**src/rtl/pipe_stage_skid.sv**
```systemverilog
// Pipeline-boundary register with valid/ready backpressure, flush, and an optional
// 2-entry skid buffer that lets in_ready come straight from a flop.
module pipe_stage_skid #(
  parameter int DATA_W = 32,
  parameter int CTRL_W = 2,
  parameter int SKID   = 1
) (
  input  logic              clk,
  input  logic              reset,
  input  logic              flush,
  input  logic              in_valid,
  output logic              in_ready,
  input  logic [CTRL_W-1:0] in_ctrl,
  input  logic [DATA_W-1:0] in_data,
  output logic              out_valid,
  input  logic              out_ready,
  output logic [CTRL_W-1:0] out_ctrl,
  output logic [DATA_W-1:0] out_data,
  output logic [1:0]        occupancy
);
  localparam bit USE_SKID = (SKID != 0);

  logic              main_valid_q, main_valid_d;
  logic [DATA_W-1:0] main_data_q,  main_data_d;
  logic [CTRL_W-1:0] main_ctrl_q,  main_ctrl_d;
  logic              skid_valid_q, skid_valid_d;
  logic [DATA_W-1:0] skid_data_q,  skid_data_d;
  logic [CTRL_W-1:0] skid_ctrl_q,  skid_ctrl_d;
  logic              in_ready_q,   in_ready_d;
  logic              accept, drain;

  assign in_ready  = USE_SKID ? in_ready_q : (~main_valid_q | out_ready);
  assign accept    = in_valid & in_ready;
  assign drain     = main_valid_q & out_ready;
  assign out_valid = main_valid_q;
  assign out_data  = main_data_q;
  // A bubble must never carry control bits downstream.
  assign out_ctrl  = main_valid_q ? main_ctrl_q : {CTRL_W{1'b0}};
  assign occupancy = {1'b0, main_valid_q} + {1'b0, skid_valid_q};

  always_comb begin
    main_valid_d = main_valid_q;
    main_data_d  = main_data_q;
    main_ctrl_d  = main_ctrl_q;
    skid_valid_d = skid_valid_q;
    skid_data_d  = skid_data_q;
    skid_ctrl_d  = skid_ctrl_q;
    in_ready_d   = in_ready_q;
    if (flush) begin
      main_valid_d = 1'b0;
      skid_valid_d = 1'b0;
      in_ready_d   = 1'b1;
    end else if (USE_SKID) begin
      case ({main_valid_q, skid_valid_q})
        2'b00: if (accept) begin
          main_valid_d = 1'b1;
          main_data_d  = in_data;
          main_ctrl_d  = in_ctrl;
        end
        2'b10: begin
          if (accept && drain) begin
            main_data_d = in_data;
            main_ctrl_d = in_ctrl;
          end else if (accept) begin
            skid_valid_d = 1'b1;
            skid_data_d  = in_data;
            skid_ctrl_d  = in_ctrl;
          end else if (drain) begin
            main_valid_d = 1'b0;
          end
        end
        2'b11: if (drain) begin
          main_data_d  = skid_data_q;
          main_ctrl_d  = skid_ctrl_q;
          skid_valid_d = 1'b0;
        end
        default: ;
      endcase
      // Registered ready: computed from next occupancy, never from out_ready directly.
      in_ready_d = ~(main_valid_d & skid_valid_d);
    end else begin
      if (accept) begin
        main_valid_d = 1'b1;
        main_data_d  = in_data;
        main_ctrl_d  = in_ctrl;
      end else if (drain) begin
        main_valid_d = 1'b0;
      end
    end
  end

  always_ff @(posedge clk) begin
    if (reset) begin
      main_valid_q <= 1'b0;
      main_data_q  <= '0;
      main_ctrl_q  <= '0;
      skid_valid_q <= 1'b0;
      in_ready_q   <= 1'b1;
    end else begin
      main_valid_q <= main_valid_d;
      main_data_q  <= main_data_d;
      main_ctrl_q  <= main_ctrl_d;
      skid_valid_q <= skid_valid_d;
      in_ready_q   <= in_ready_d;
    end
  end

  // Skid contents are only meaningful while skid_valid_q is set.
  always_ff @(posedge clk) begin
    skid_data_q <= skid_data_d;
    skid_ctrl_q <= skid_ctrl_d;
  end
endmodule
```
**config.mk**
```make
export PLATFORM = sky130hd
export DESIGN_NAME = pipe_stage_skid
export DESIGN_NICKNAME = d
export VERILOG_FILES = /design/src/rtl/pipe_stage_skid.sv
export SDC_FILE = /design/constraint.sdc
export NUM_CORES = 1
export LEC_CHECK = 0
export CAP_MARGIN = 20
export CORE_MARGIN = 1.5
export CORE_UTILIZATION = 44
export CTS_CLUSTER_DIAMETER = 200
export DETAILED_ROUTE_END_ITERATION = 10
export GPL_TIMING_DRIVEN = 0
export PLACE_DENSITY = 0.75
export SETUP_SLACK_MARGIN = 0.05
export SKIP_LAST_GASP = 1
export SYNTH_ARGS = -nofsm -noshare
export SYNTH_HDL_FRONTEND = slang
export SYNTH_SLANG_ARGS = --single-unit
```
**constraint.sdc**
```tcl
create_clock -name clk -period 4.01 [get_ports clk]
set_input_delay 0.802 -clock clk [delete_from_list [all_inputs] [get_ports clk]]
set_output_delay 0.802 -clock clk [all_outputs]
set_load 0.02 [all_outputs]
```
* Word-level counts from Yosys, hierarchy flattened
Index checks and enable logic that the tools add are counted.
Storage, ports and cells: bits in registers 71, latch bits 0, RAM bits 0, bits in read-only memories 0, output and inout bits 38, logic and storage cells 45, memories 0
Cells by class: add/subtract/negate cells 1, $mul 0, div/mod/pow operators 0, order comparisons 0, equal/unequal tests 5, shifts and indexed selects 0, muxes and demuxes 20, bitwise logic cells 6, reduce and logical (&&, ||, !) cells 6
Operators by type and width (number):
- $mux W32 | 3
- $pmux W32 S3 | 1
- $mux W1 | 9
- $mux W2 | 4
- $ne A2 B2 Y1 const B | 3
- $pmux W2 S3 | 1
- $reduce_and A5 Y1 | 1
- $eq A2 B2 Y1 const B | 2
- $pmux W1 S2 | 2
- $reduce_and A4 Y1 | 1
- $and A1 B1 Y1 | 3
- $not A1 Y1 | 3
- $reduce_bool A3 Y1 | 1
- $add A1 B1 Y2 | 1
- $logic_not A2 Y1 | 1
- $reduce_or A2 Y1 | 1
- $logic_and A1 B1 Y1 | 1

* Longest topological paths before layout
word-level depth 8, gate-level depth with buffers 8, depth with buffers taken out 6

* Worst setup path after synthesis
Ideal clock, no wire load.
path type input to register, from in out_ready, to reg skid_ctrl_q[0], enable pin, arrival 3.836 ns, required time 3.535 ns, setup slack -0.301 ns, cell stages on the path 3, path buffers 1, cells stage by stage nand2_1 > clkbuf_1 > nor3b_1
Between the ends: cells in the longest elaborated chain, start to end 4
Ends and longest elaborated chain:
- from (decl) | RTL line 16 | input logic out_ready,
- $and A1 B1 Y1 | RTL line 34 | assign drain = main_valid_q & out_ready;
- $logic_and A1 B1 Y1 | RTL line 61 | if (accept && drain) begin
- $not A1 Y1 (no line)
- $reduce_and A4 Y1 (no line)
- to (signal assigned) | RTL line 111 | skid_ctrl_q <= skid_ctrl_d;
- to (decl) | RTL line 28 | logic [CTRL_W-1:0] skid_ctrl_q, skid_ctrl_d;
No other way between the ends. A chain may end at the register's enable or synchronous reset.

* Worst setup path in the final report
from in out_ready, to reg skid_data_q[3], enable pin
Between the ends: cells in the longest elaborated chain, start to end 4
Ends and longest elaborated chain:
- $and A1 B1 Y1 | RTL line 34
- $logic_and A1 B1 Y1 | RTL line 61
- $not A1 Y1 (no line)
- $reduce_and A4 Y1 (no line)
- to (signal assigned) | RTL line 110 | skid_data_q <= skid_data_d;
- to (decl) | RTL line 27 | logic [DATA_W-1:0] skid_data_q, skid_data_d;
No other way between the ends.

==> reports/results.tsv <==
metric	value	unit
outcome	completed	
fin cells	445	
M2 GR Usage	31.2	%
Area Growth Syn to Fin	35.8	%
Final Hold Vio Count	0	
routed wire length	7040	µm
pwr dens	394	mW/mm²
I/O Pins	77	
worst r2r path cells	5	
CTS Sinks	71	
synthesized flop and latch total	71	
sequential share of power	48.7	%
Worst-Margin Slew	0.945	ns
clock group share of total power	36.4	%
Sw Share	24.1	%
drt initial violations	108	
Cell Area, Synth	0.00314	mm²
Most Crowded Layer GR	met2	
proportion of layout cells with a drive suffix above 1	16.0	%
internal power	0.00127	W
Worst EP arrival	3.14	ns
initial core utilization	45.9	%
first-pass GRT wire length	11500	µm
Crit. End Element	flop	
Peak VDD IR	203	µV
Via density	5.19	
Crit Path Class	in -> reg	
CP required	4.05	ns
CTS clk-pin slew, worst paths	0.07	ns
DIE HEIGHT	87.4	µm
Final Critical Period	3.10	ns
Tot Pwr	0.00168	W
startpoint types	input port	
Max Slew Vio Count	0	
RD Place Congestion	0.784	
via count	2309	
First-pass DRT Iterations	4	
Setup TNS	0	ns
worst skew pair latency	0.34	ns
Final nets	387	
DRT antenna net count	0	
clock skew	0.00830	ns
clk root buf	clkbuf_8	
die area	0.00764	mm²
post-synth cell types	27	
Final Cycle Share	77.3	%
WL per Instance	15.8	µm
Global Route Usage Sum	19.6	%
Inst Count DP	429	
met1 usage	26.9	%
syn nets	300	
Die X-Extent	87.4	µm
Leakage	1.44	nW
setup violators final	0	
number of synthesized flops with an enable pin	34	
Max-cap violations	0	
cts hold-fix bufs	0	
largest net degree at the start of global routing	20	
Post-synth ARST share	0	%
Syn Area/Cell	12.2	µm²
Synth Instances	257	
Max Freq	323	MHz
H-tree level count	3	
vias in the first global route	2373	
Antenna diodes	0	
sequential fraction of the synthesis area	56.2	%
DRC	0	
Synth Flop Type	dfxtp_1	
share of total power in combinational logic	15.0	%
site row count	30	
Hold Path Class	reg -> reg	
post-CTS sizing	0	
Final HPWL DP	4870	µm
Worst Hold Path Cells	2	
Port Buffer Count	75	
Net Sw Power	0.000404	W
core region area	0.00683	mm²
unrepaired setup endpoints after global routing	false	
Yosys warning count	0	
antenna violations before repair	0	
CTS Buffer Depth	2	
Inserted Clock Buffers	9	
crit-path max FO	19	
setup bufs post-CTS	0	
GRT met3 Usage	3.60	%
normalized max-slew margin	36.9	%
grt total ovfl	0	
CTS tree	built	
==> cells by family (layout without fill, tap and decap cells) <==
group / after synthesis / in the layout / share of synthesized area (%)
adder cells (fa/ha/maj): 4 / 4 / 1.60
AO/OA/AOI/OAI: 76 / 76 / 21.9
AND/OR/NAND/NOR: 83 / 83 / 16.3
flip-flops: 71 / 71 / 56.2
buffers and inverters: 23 / 115 / 3.99
==> critical path, stage by stage <==
cell and delay, ns:
clkdlybuf4s50_1 0.49, nand2_1 0.30, clkbuf_1 0.42, nor3b_4 0.87
buf_16 0.25
==> cells in the mapped netlist, types with 2 or more instances <==
cell	instances	area (µm²)
a21oi_1	2	10.0
clkbuf_1	13	48.8
buf_6	3	33.8
a22oi_2	30	375
o21ai_0	2	10.0
dfxtp_1	37	741
ha_1	4	50.1
o22ai_1	34	213
nand3_1	2	10.0
and2_1	2	12.5
a22oi_1	4	30.0
nand2_1	3	11.3
buf_4	4	30.0
nor2b_1	2	12.5
inv_1	2	7.51
nand2b_1	68	425
nor2_1	2	7.51
edfxtp_1	34	1020
==> routing by layer <==
| metal | part of all wire [%] | wire, µm |
|---|---|---|
| met1 | 47 | 3310 |
| met2 | 46 | 3260 |
| met3 | 5.3 | 373 |
| met4 | 1.4 | 95 |
| met5 | 0 | 0 |
==> cell type report <==
cell class                      instances  area [µm²]
Tap cell                               96         120
Clock buffer                            9         124
Multi-Input combinational cell        163        1260
Inverter                                2        7.51
Buffer                                 21         118
Clock inverter                          7        87.6
Sequential cell                        71        1760
Timing Repair Buffer                   76         778
Fill cell                             572        2570
==> power groups by stage <==
stage | Sequential (W) | Clock, W | Combinational, W
after global placement | 0.000831 | 0 | 0.000248
after CTS | 0.000815 | 0.000620 | 0.000254
final | 0.000815 | 0.000609 | 0.000251
after global routing | 0.000819 | 0.000657 | 0.000268
after floorplan | 0.000864 | 0 | 0.0000936
after detailed placement | 0.000831 | 0 | 0.000253
==> through the flow <==
step	util, %	hold WS (ns)	setup slack [ns]	area, µm²
finish	62.3	0.481	0.909	4260
global route	62.3	0.498	0.783	4260
CTS	62.3	0.486	0.899	4260
detailed placement	59.2	0.469	0.543	4050
floorplan	-	0.447	0.895	3140
global placement	58.7	0.468	-0.520	4010
==> sequential cells by signal (all words and copies together), names as in the netlist <==
signal	flops
out_valid	1
skid_valid_q	1
main_ctrl_q	2
skid_data_q	32
out_data	32
in_ready	1
skid_ctrl_q	2
==> cells in the final DEF (no fill, tap or decap) <==
master / n
clkdlybuf4s50_1: 75
nand2b_1: 68
dfxtp_1: 37
o22ai_1: 34
edfxtp_1: 34
a22oi_2: 30
clkbuf_1: 13
clkbuf_8: 9
buf_4: 4
a22oi_1: 4
ha_1: 4
nand2_1: 3
buf_6: 3
inv_1: 2
and2_1: 2
nand3_1: 2
a21oi_1: 2
nor2_1: 2
nor2b_1: 2
o21ai_0: 2
clkinvlp_4: 2
bufinv_16: 2
clkinv_1: 2
nor3b_4: 1
nand4_1: 1
or2_1: 1
a221oi_4: 1
buf_2: 1
nand2_4: 1
o31a_1: 1
o211ai_1: 1
a21boi_0: 1
clkinv_2: 1
buf_16: 1
==> worst paths after layout <==
check,from,endpoint,slack [ns]
setup / recovery,out_ready,skid_data_q[3]$_DFFE_PP_,0.91
hold / removal,out_data[29]$_SDFFE_PP0P_,out_data[29]$_SDFFE_PP0P_,0.48
setup reg to reg,out_valid$_SDFF_PP0_,skid_data_q[3]$_DFFE_PP_,1.41
hold reg to reg,out_data[29]$_SDFFE_PP0P_,out_data[29]$_SDFFE_PP0P_,0.48
Power figures use the tool's default switching activity.
